<file path="config.mk">
export PLATFORM = sky130hd
export DESIGN_NAME = clock_rate_monitor
export DESIGN_NICKNAME = d
export VERILOG_FILES = /design/src/rtl/clock_rate_monitor.sv
export SDC_FILE = /design/constraint.sdc
export NUM_CORES = 1
export LEC_CHECK = 0
export BUFFER_PORTS_ARGS = -buffer_cell sky130_fd_sc_hd__buf_2
export CAP_MARGIN = 10
export CORE_MARGIN = 2
export CORE_UTILIZATION = 35
export DETAILED_ROUTE_END_ITERATION = 12
export PLACE_DENSITY_LB_ADDON = 0.1
export SLEW_MARGIN = 20
export SYNTH_ARGS = -nofsm -noshare
export SYNTH_HDL_FRONTEND = slang
export SYNTH_SLANG_ARGS = --single-unit
</file>
<file path="constraint.sdc">
create_clock -name CLK_21MHZ -period 3.2 [get_ports CLK_21MHZ]
set_input_delay 0.48 -clock CLK_21MHZ [delete_from_list [all_inputs] [get_ports CLK_21MHZ]]
set_output_delay 0.48 -clock CLK_21MHZ [all_outputs]
set_load 0.005 [all_outputs]
</file>
<file path="src/rtl/clock_rate_monitor.sv">
// Counts rising edges of an asynchronous MON_IN over a fixed CLK_21MHZ gate window and flags rate faults.
// Define CLOCK_RATE_MONITOR_HIST_EN to add the RATE_MIN / RATE_MAX history outputs.
module clock_rate_monitor #(
  parameter int GATE_CYCLES = 2200,
  parameter int CNT_W       = 16,
  parameter int EXP_MIN     = 49,
  parameter int EXP_MAX     = 51,
  parameter int FAIL_LIMIT  = 3
) (
  input  logic             CLK_21MHZ,
  input  logic             RST,
  input  logic             ENABLE,
  input  logic             MON_IN,
  input  logic             CLR_FAULT,
  output logic [CNT_W-1:0] RATE,
  output logic             RATE_VALID,
  output logic             IN_RANGE,
  output logic             STUCK,
  output logic             FAULT,
  output logic             BUSY
`ifdef CLOCK_RATE_MONITOR_HIST_EN
  ,
  output logic [CNT_W-1:0] RATE_MIN,
  output logic [CNT_W-1:0] RATE_MAX
`endif
);

  localparam int GATE_W = $clog2(GATE_CYCLES);
  localparam int FAIL_W = $clog2(FAIL_LIMIT + 1);

  typedef enum logic [1:0] {IDLE, MEASURE, REPORT} state_t;

  state_t             state, state_next;
  logic               s1, s2, s3;
  logic               edge_det;
  logic [GATE_W-1:0]  gate;
  logic [CNT_W-1:0]   cnt, cnt_inc;
  logic [31:0]        cnt_wide;
  logic               last_gate, report_now, in_range_new, sets_fault;
  logic [FAIL_W-1:0]  fails, fails_inc;

  // NOTE: reset is synchronous here, so RST is just the highest-priority branch inside the clocked block.
  always_ff @(posedge CLK_21MHZ) begin
    if (RST) begin
      s1 <= 1'b0;
      s2 <= 1'b0;
      s3 <= 1'b0;
    end else begin
      // NOTE: non-blocking assignments make the three flops shift together instead of collapsing into one.
      s1 <= MON_IN;
      s2 <= s1;
      s3 <= s2;
    end
  end

  assign edge_det     = s2 & ~s3;
  assign cnt_inc      = (edge_det && cnt != '1) ? cnt + CNT_W'(1) : cnt;
  assign cnt_wide     = 32'(cnt_inc);
  assign last_gate    = (gate == GATE_W'(GATE_CYCLES - 1));
  assign report_now   = (state == MEASURE) && ENABLE && last_gate;
  assign in_range_new = (cnt_wide >= 32'(EXP_MIN)) && (cnt_wide <= 32'(EXP_MAX));
  assign fails_inc    = (fails == FAIL_W'(FAIL_LIMIT)) ? fails : fails + FAIL_W'(1);
  assign sets_fault   = report_now && !in_range_new && (fails_inc == FAIL_W'(FAIL_LIMIT));

  always_ff @(posedge CLK_21MHZ) begin
    if (RST) state <= IDLE;
    else     state <= state_next;
  end

  always_comb begin
    // NOTE: assigning a default first keeps every path covered, so no latch is inferred.
    state_next = state;
    unique case (state)
      IDLE:    if (ENABLE) state_next = MEASURE;
      MEASURE: begin
        if (!ENABLE)        state_next = IDLE;
        else if (last_gate) state_next = REPORT;
      end
      REPORT:  state_next = ENABLE ? MEASURE : IDLE;
      default: state_next = IDLE;
    endcase
  end

  always_comb begin
    BUSY       = (state == MEASURE) || (state == REPORT);
    RATE_VALID = (state == REPORT);
  end

  // Gate and edge counters only run in MEASURE; IDLE and REPORT leave them cleared for the next window.
  always_ff @(posedge CLK_21MHZ) begin
    if (RST) begin
      gate <= '0;
      cnt  <= '0;
    end else if (state == MEASURE) begin
      gate <= gate + GATE_W'(1);
      cnt  <= cnt_inc;
    end else begin
      gate <= '0;
      cnt  <= '0;
    end
  end

  // Results load on the edge that closes the last gate cycle, so they are already valid during REPORT.
  always_ff @(posedge CLK_21MHZ) begin
    if (RST) begin
      RATE     <= '0;
      IN_RANGE <= 1'b0;
      STUCK    <= 1'b0;
      FAULT    <= 1'b0;
      fails    <= '0;
    end else begin
      if (report_now) begin
        RATE     <= cnt_inc;
        IN_RANGE <= in_range_new;
        STUCK    <= (cnt_inc == '0);
      end
      if (sets_fault) begin
        fails <= FAIL_W'(FAIL_LIMIT);
        FAULT <= 1'b1;
      end else if (CLR_FAULT) begin
        fails <= '0;
        FAULT <= 1'b0;
      end else if (report_now) begin
        fails <= in_range_new ? '0 : fails_inc;
      end
    end
  end

`ifdef CLOCK_RATE_MONITOR_HIST_EN
  // A clear coinciding with a report restarts the history from the current count.
  always_ff @(posedge CLK_21MHZ) begin
    if (RST) begin
      RATE_MIN <= '1;
      RATE_MAX <= '0;
    end else if (report_now) begin
      RATE_MIN <= (CLR_FAULT || cnt_inc < RATE_MIN) ? cnt_inc : RATE_MIN;
      RATE_MAX <= (CLR_FAULT || cnt_inc > RATE_MAX) ? cnt_inc : RATE_MAX;
    end else if (CLR_FAULT) begin
      RATE_MIN <= '1;
      RATE_MAX <= '0;
    end
  end
`endif

endmodule

</file>
==> qor.csv, run 1 <==
metric,value,unit
final net count,325,
Die Ht,89.1,µm
drt pass-1 iters,4,
count of different cell masters after synthesis,45,
post-layout power,1110,µW
wire length per cell after detailed routing,13.4,µm
Clock Skews,0.00551,ns
count of clock tree sinks,54,
Max Root-Sink Buffers,2,
number of antenna cells inserted,0,
Most Crowded Layer GR,met2,
kind of end point of the critical path,flip-flop,
clock buffers created by TritonCTS,5,
via count of the routed design,2085,
worst slew pin tran,0.625,ns
"Hold-fix buffers, CTS",0,
grt met3 use,0.0305,
Top Ports,26,
result of the run,completed,
estimated wirelength of the detail-placed design,4.00,mm
die boundary width,89.1,µm
category of the worst setup path launch point,flip-flop,
first-pass GRT wire length,9.27,mm
post-place setup slack,0.316,ns
placed insts,406,
Post-Synthesis Cells,294,
"leading cell type in the layout, fill and taps excluded",sky130_fd_sc_hd__dfxtp_1,
startpoint-to-endpoint class of the critical path,reg2reg,
mapped cell area,2540,µm²
non-filler instance count after layout,414,
initial core utilization,0.355,
number of levels the H-tree was split into,2,
floorplan row count,31,
met2 track demand over resource,0.230,
number of synthesized register bits,54,
CTS tree,yes,
Iter 0 DRT Violations,66,
power density over the cells,390,nW/µm²
Layout Area Growth over Synthesis,12.5,%
vias per inst,5.04,
setup fix buffers added after clock tree synthesis,0,
latest clock arrival within the worst-skew pair,0.30,ns
remaining design rule violation count,0,
area of the placeable core,7140,µm²
number of antenna violations at the first check in global routing,0,
critical path peak fanout,9,
worst slew slack as a fraction of its limit,0.577,
peak supply drop,0.213,mV
data arrival time of the critical path,3.15,ns
wire length after detailed routing,5.54,mm
highest-count cells in the layout ignoring fill and taps,"54 x sky130_fd_sc_hd__dfxtp_1, 51 x sky130_fd_sc_hd__nor2_1, 25 x sky130_fd_sc_hd__buf_2, 19 x sky130_fd_sc_hd__nand2_1, 17 x sky130_fd_sc_hd__xor2_1",
Post-Synthesis Net Count,305,
GR Layer Usage met1,0.210,
"Async S/R FF share, synth",0,
Port Buffers,25,
final hold viol count,0,
clock root buffer,sky130_fd_sc_hd__clkbuf_8,
layout cells sized above 1,0.146,
setup repair after global routing missed its margin,false,
gp weighted congestion,0.842,
count of final max-slew check failures,0,
average cell area after synthesis,8.63,µm²
area enclosed by the die boundary,7940,µm²
setup_tns,0,ns
required time at the worst-slack endpoint,3.43,ns
HP Class,in2reg,
register area share after synthesis,0.426,
leakage,0.00106,µW
final worst setup slack,0.284,ns
total routing resource utilization after global routing,0.148,
crit share post-route,0.911,
"Primary FF master, synth",sky130_fd_sc_hd__dfxtp_1,
number of flops mapped to enable cells by yosys,0,
sum of overflow across all layers after global routing,0,
Setup Viol. Count Final,0,
antenna-violating nets left,0,
worst-case hold slack,0.393,ns
clock period minus final worst setup slack,2.92,ns
via count of the first global-routing pass,1938,
maximum number of pins on one net before global-route repair,32,
"Reg clk slew, reported paths",0.09,ns
max-capacitance violation count,0,
yosys synthesis warning count,0,
maximum clock frequency,343,MHz
state kept, by name, indices dropped and copies added (netlist names):
| name | cells |
|---|---|
| RATE | 16 |
| cnt | 16 |
| FAULT | 1 |
| s2 | 1 |
| s3 | 1 |
| IN_RANGE | 1 |
| fails | 2 |
| s1 | 1 |
| gate | 12 |
| STUCK | 1 |
| state | 2 |
worst max-delay path, stage by stage, from the launching register on:
cell and delay (ns):
sky130_fd_sc_hd__dfxtp_1 0.52, sky130_fd_sc_hd__ha_1 0.31, sky130_fd_sc_hd__nand4_1 0.25, sky130_fd_sc_hd__nor2_1 0.19, sky130_fd_sc_hd__nor4_2 0.09, sky130_fd_sc_hd__a2111oi_0 0.57, sky130_fd_sc_hd__o2111ai_2 0.27, sky130_fd_sc_hd__or4_1 0.51
sky130_fd_sc_hd__a21oi_1 0.14
layer usage:
layer | share of wire | up-vias
met5 | 0 | -
met4 | 0.0034 | 0
met3 | 0.021 | 2
met2 | 0.45 | 25
met1 | 0.52 | 978
li1 | - | 1080
cell type report:
cell class                      instances  area [µm²]
Fill cell                             781        4280
Clock inverter                          1        5.00
Sequential cell                        54        1080
Inverter                                8        30.0
Clock buffer                            7        86.3
Timing Repair Buffer                   31         170
Tap cell                               99         124
Multi-Input combinational cell        214        1360
path summary, 6_finish.rpt:
kind,start,to,slack [ns],depth (start not counted)
hold / removal,MON_IN,s1,0.39,2
setup / recovery,cnt[0],STUCK,0.28,8
setup reg to reg,cnt[0],STUCK,0.28,8
hold reg to reg,gate[0],gate[0],0.45,1
repair_timing:
action / 4_1_cts / 5_1_grt
gates resized for setup: 0 / 2
endpoints found under the setup margin: 0 / 3
hold endpoints to repair: 0 / 0
logic make-up after synthesis:
logic type | after synthesis | synth area share
compound gates | 49 | 0.139
xor+xnor | 26 | 0.0898
fa+ha+maj | 6 | 0.0296
buf+inv | 26 | 0.0419
flops | 54 | 0.426
mux | 2 | 0.00987
simple gates | 131 | 0.263
cells in the mapped netlist (all sizes together) (8+ instances only):
library cell   n  area share
a211oi        16       0.047
a21oi          9       0.018
and3          11       0.027
clkbuf        13       0.019
dfxtp         54        0.43
inv            8       0.012
nand2         20       0.033
nand3         13       0.026
nand4          8       0.026
nor2          51       0.075
xnor2          9       0.031
xor2          17       0.059
report_power, final:
part	internal [µW]	switching [µW]
clock	175	212
sequential	676	3.85
combinational	15.4	29.7
total	867	246
stage by stage:
step,cell area (µm²),utilization
after global routing,2850,0.400
after floorplan,2540,-
after detailed placement,2750,0.386
after CTS,2850,0.399
final,2850,0.400
after global placement,2750,0.386
No activity file was read; power rests on OpenSTA's default activity.
==> inputs of run 2 (changes only) <==
--- a/config.mk
+++ b/config.mk
@@ -7,10 +7,13 @@
 export LEC_CHECK = 0
 export BUFFER_PORTS_ARGS = -buffer_cell sky130_fd_sc_hd__buf_2
 export CAP_MARGIN = 10
+export CELL_PAD_IN_SITES_DETAIL_PLACEMENT = 1
+export CELL_PAD_IN_SITES_GLOBAL_PLACEMENT = 1
 export CORE_MARGIN = 2
 export CORE_UTILIZATION = 35
 export DETAILED_ROUTE_END_ITERATION = 12
 export PLACE_DENSITY_LB_ADDON = 0.1
+export SKIP_CTS_REPAIR_TIMING = 1
 export SLEW_MARGIN = 20
 export SYNTH_ARGS = -nofsm -noshare
 export SYNTH_HDL_FRONTEND = slang
==> qor.csv, run 2 (synthesis gave the netlist of run 1 again) <==
metric,value,unit
result of the run,completed,
largest registers ranked by flip-flop count,"RATE (16), cnt (16), gate (12)",
maximum number of pins on one net before global-route repair,32,
worst slew slack as a fraction of its limit,0.478,
category of the worst setup path launch point,flip-flop,
source of the critical timing path,cnt[0],
"leading cell type in the layout, fill and taps excluded",sky130_fd_sc_hd__dfxtp_1,
setup repair after global routing missed its margin,false,
Die Ht,89.1,µm
Setup Viol. Count Final,0,
number of antenna cells inserted,0,
gp weighted congestion,0.843,
clock period minus final worst setup slack,2.92,ns
number of antenna violations at the first check in global routing,0,
worst slew pin tran,0.773,ns
number of levels the H-tree was split into,2,
floorplan row count,31,
Clock Skews,0.0131,ns
worst-case hold slack,0.384,ns
count of final max-slew check failures,0,
Iter 0 DRT Violations,35,
antenna-violating nets left,0,
initial core utilization,0.355,
Max Root-Sink Buffers,2,
via count of the first global-routing pass,1906,
crit share post-route,0.913,
remaining design rule violation count,0,
register area,1080,µm²
reg-to-reg startpoint,cnt[0],
estimated wirelength of the detail-placed design,4.32,mm
peak supply drop,0.322,mV
wire length per cell after detailed routing,14.7,µm
die boundary width,89.1,µm
drt pass-1 iters,4,
area of the placeable core,7140,µm²
CTS tree,yes,
power density over the cells,422,nW/µm²
wire length after detailed routing,6.04,mm
sum of overflow across all layers after global routing,0,
clock buffers created by TritonCTS,5,
max-capacitance violation count,0,
maximum clock frequency,342,MHz
final net count,323,
"Core Util, Final",0.401,
leakage,0.00106,µW
required time at the worst-slack endpoint,3.45,ns
Top Ports,26,
"Reg clk slew, reported paths",0.10,ns
first-pass GRT wire length,9.82,mm
total routing resource utilization after global routing,0.162,
data arrival time of the critical path,3.17,ns
HP Class,in2reg,
highest-count cells in the layout ignoring fill and taps,"54 x sky130_fd_sc_hd__dfxtp_1, 51 x sky130_fd_sc_hd__nor2_1, 25 x sky130_fd_sc_hd__buf_2, 19 x sky130_fd_sc_hd__nand2_1, 17 x sky130_fd_sc_hd__xor2_1",
area enclosed by the die boundary,7940,µm²
"setup slack, reg-to-reg",0.28,ns
vias per inst,5.10,
critical path peak fanout,9,
beginning of the worst hold path,MON_IN,
post-layout power,1210,µW
count of clock tree sinks,54,
layout cells sized above 1,0.144,
fill cell count,888,
Port Buffers,25,
final hold viol count,0,
clock root buffer,sky130_fd_sc_hd__clkbuf_8,
startpoint-to-endpoint class of the critical path,reg2reg,
setup_tns,0,ns
area used by multi-input combinational logic,1360,µm²
latest clock arrival within the worst-skew pair,0.32,ns
Layout Area Growth over Synthesis,13.0,%
via count of the routed design,2101,
kind of end point of the critical path,flip-flop,
[run 2: changes by cell type in the layout (fill, tap and decap cells not counted), sizes merged]
cell,before,now
buf,31,29
clkbuf,7,5
bufinv,0,1
clkinv,1,0
clkinvlp,0,1
inv,8,9
[run 2: per-layer routing]
| metal | global-route usage | wire [µm] |
|---|---|---|
| met1 | 0.226 | 3060 |
| met3 | 0.0360 | 163 |
| met5 | 0 | 0 |
| met2 | 0.255 | 2750 |
| met4 | 0.0407 | 67 |
[run 2: metrics by stage]
stage                     std cells  worst slack (ns)  area [µm²]
after global placement          404             0.368        2740
after global routing            412            0.0378        2870
after CTS                       412             0.227        2860
final                           412             0.278        2870
after detailed placement        404             0.258        2740
after floorplan                 294             0.813        2540
[run 2: path summary, 6_finish.rpt]
| check | to | depth (start not counted) |
|---|---|---|
| hold / removal | s1 | 2 |
| setup / recovery | STUCK | 8 |
| setup reg to reg | STUCK | 8 |
| hold reg to reg | gate[0] | 1 |
[run 2: power by group]
part,switching (µW),internal [µW]
clock,247,239
combinational,29.9,14.1
sequential,4.22,676
total,281,929
[run 2: critical path, cell delays in order (launching register included)]
cell                        delay (ns)
sky130_fd_sc_hd__dfxtp_1          0.52
sky130_fd_sc_hd__ha_1             0.31
sky130_fd_sc_hd__nand4_1          0.24
sky130_fd_sc_hd__nor2_1           0.19
sky130_fd_sc_hd__nor4_2           0.09
sky130_fd_sc_hd__a2111oi_0        0.60
sky130_fd_sc_hd__o2111ai_2        0.25
sky130_fd_sc_hd__or4_1            0.51
sky130_fd_sc_hd__a21oi_1          0.14
[run 2: cell type report]
| type | count | area share |
|---|---|---|
| Tap cell | 99 | 0.0432 |
| Inverter | 8 | 0.0105 |
| Sequential cell | 54 | 0.377 |
| Clock buffer | 5 | 0.0240 |
| Clock inverter | 3 | 0.0170 |
| Timing Repair Buffer | 29 | 0.0541 |
| Multi-Input combinational cell | 214 | 0.474 |
==> inputs of run 3 (changes only) <==
--- a/config.mk
+++ b/config.mk
@@ -9,10 +9,12 @@
 export CAP_MARGIN = 10
 export CELL_PAD_IN_SITES_DETAIL_PLACEMENT = 1
 export CELL_PAD_IN_SITES_GLOBAL_PLACEMENT = 1
+export CORE_ASPECT_RATIO = 1.4
 export CORE_MARGIN = 2
 export CORE_UTILIZATION = 35
 export DETAILED_ROUTE_END_ITERATION = 12
-export PLACE_DENSITY_LB_ADDON = 0.1
+export HOLD_SLACK_MARGIN = 0.12
+export PLACE_DENSITY = 0.62
 export SKIP_CTS_REPAIR_TIMING = 1
 export SLEW_MARGIN = 20
 export SYNTH_ARGS = -nofsm -noshare
==> qor.csv, run 3 (synthesis gave the netlist of run 1 again) <==
metric,value,unit
result of the run,completed,
Post-Route M1 WL,2.76,mm
highest-count cells in the layout ignoring fill and taps,"54 x sky130_fd_sc_hd__dfxtp_1, 51 x sky130_fd_sc_hd__nor2_1, 25 x sky130_fd_sc_hd__buf_2, 19 x sky130_fd_sc_hd__nand2_1, 17 x sky130_fd_sc_hd__xor2_1",
data arrival time of the critical path,3.22,ns
via count of the first global-routing pass,2149,
final net count,323,
Setup Viol. Count Final,0,
crit share post-route,0.925,
met2 wire length,3.03,mm
antenna-violating nets left,0,
layout cells sized above 1,0.144,
total routing resource utilization after global routing,0.160,
first-pass GRT wire length,10.4,mm
kind of end point of the critical path,flip-flop,
category of the worst setup path launch point,flip-flop,
Top Ports,26,
worst slew pin tran,0.550,ns
drt pass-1 iters,4,
via count of the routed design,2106,
floorplan row count,36,
"Reg clk slew, reported paths",0.10,ns
remaining design rule violation count,0,
clock buffers created by TritonCTS,5,
gp weighted congestion,0.841,
power density over the cells,400,nW/µm²
estimated wirelength of the detail-placed design,4.39,mm
number of levels the H-tree was split into,2,
Port Buffers,25,
latest clock arrival within the worst-skew pair,0.32,ns
initial core utilization,0.363,
maximum clock frequency,338,MHz
sum of overflow across all layers after global routing,0,
"Core Util, Final",0.407,
post-layout power,1130,µW
count of final max-slew check failures,0,
startpoint-to-endpoint class of the critical path,reg2reg,
max-capacitance violation count,0,
worst slew slack as a fraction of its limit,0.628,
wire length after detailed routing,6.01,mm
final hold viol count,0,
CTS tree,yes,
fill cell count,832,
setup_tns,0,ns
count of clock tree sinks,54,
leakage,0.00105,µW
Layout Area Growth over Synthesis,11.9,%
Max Root-Sink Buffers,2,
placed insts,400,
peak supply drop,0.160,mV
"leading cell type in the layout, fill and taps excluded",sky130_fd_sc_hd__dfxtp_1,
number of antenna cells inserted,0,
area enclosed by the die boundary,7950,µm²
"setup slack, reg-to-reg",0.24,ns
number of antenna violations at the first check in global routing,0,
HP Class,in2reg,
setup repair after global routing missed its margin,false,
critical path peak fanout,9,
top layer used by detailed routing,met4,
non-filler instance count after layout,408,
largest registers ranked by flip-flop count,"RATE (16), cnt (16), gate (12)",
Clock Skews,0.0107,ns
worst-case hold slack,0.363,ns
Iter 0 DRT Violations,97,
area of the placeable core,6980,µm²
wire length on met3,131,µm
required time at the worst-slack endpoint,3.45,ns
clock period minus final worst setup slack,2.96,ns
maximum number of pins on one net before global-route repair,32,
wire length per cell after detailed routing,14.7,µm
Die Ht,105,µm
clock root buffer,sky130_fd_sc_hd__clkbuf_8,
vias per inst,5.16,
die boundary width,75.9,µm
run 3: cell types whose count changed in the layout (fill, tap and decap cells not counted):
cell,change
sky130_fd_sc_hd__clkbuf_8,+1
sky130_fd_sc_hd__o311ai_1,+1
sky130_fd_sc_hd__o311ai_0,-1
sky130_fd_sc_hd__a2111oi_1,+1
sky130_fd_sc_hd__inv_8,-1
sky130_fd_sc_hd__bufinv_16,-1
sky130_fd_sc_hd__a2111oi_0,-1
sky130_fd_sc_hd__clkinv_2,+1
run 3: area by class of cell:
class / count / area (µm²) / share of cell area
Clock buffer: 6 / 82.6 / 0.0291
Clock inverter: 2 / 12.5 / 0.00441
Inverter: 8 / 30.0 / 0.0106
Multi-Input combinational cell: 214 / 1360 / 0.479
Sequential cell: 54 / 1080 / 0.381
Tap cell: 95 / 119 / 0.0419
Timing Repair Buffer: 29 / 155 / 0.0546
run 3: through the flow:
stage,instance area (µm²),setup WS (ns)
final,2840,0.239
after CTS,2830,0.153
after floorplan,2540,0.813
after detailed placement,2730,0.184
after global routing,2840,0.00428
after global placement,2730,0.300
run 3: critical path, stage by stage (launching register included):
cell	delay [ns]
sky130_fd_sc_hd__dfxtp_1	0.52
sky130_fd_sc_hd__ha_1	0.32
sky130_fd_sc_hd__nand4_1	0.26
sky130_fd_sc_hd__nor4_4	0.33
sky130_fd_sc_hd__mux2i_1	0.41
sky130_fd_sc_hd__o211a_1	0.22
sky130_fd_sc_hd__o2111ai_2	0.18
sky130_fd_sc_hd__or4_1	0.50
sky130_fd_sc_hd__a21oi_1	0.15
run 3: worst paths after layout:
kind,depth (start not counted),startpoint,endpoint
hold reg to reg,1,gate[0],gate[0]
hold / removal,2,MON_IN,s1
setup reg to reg,8,cnt[0],STUCK
setup / recovery,8,cnt[0],STUCK
run 3: metal layers:
metal / track usage / up-vias
met5: 0 / -
met4: 0.0558 / 0
met3: 0.0320 / 7
met2: 0.272 / 14
met1: 0.202 / 1018
li1: - / 1067
run 3: report_power, final:
| group | total, µW | internal (µW) | switching, µW |
|---|---|---|---|
| Combinational | 44.6 | 14.1 | 30.5 |
| Sequential | 680 | 676 | 4.08 |
| Clock | 410 | 175 | 235 |
| Total | 1130 | 865 | 270 |
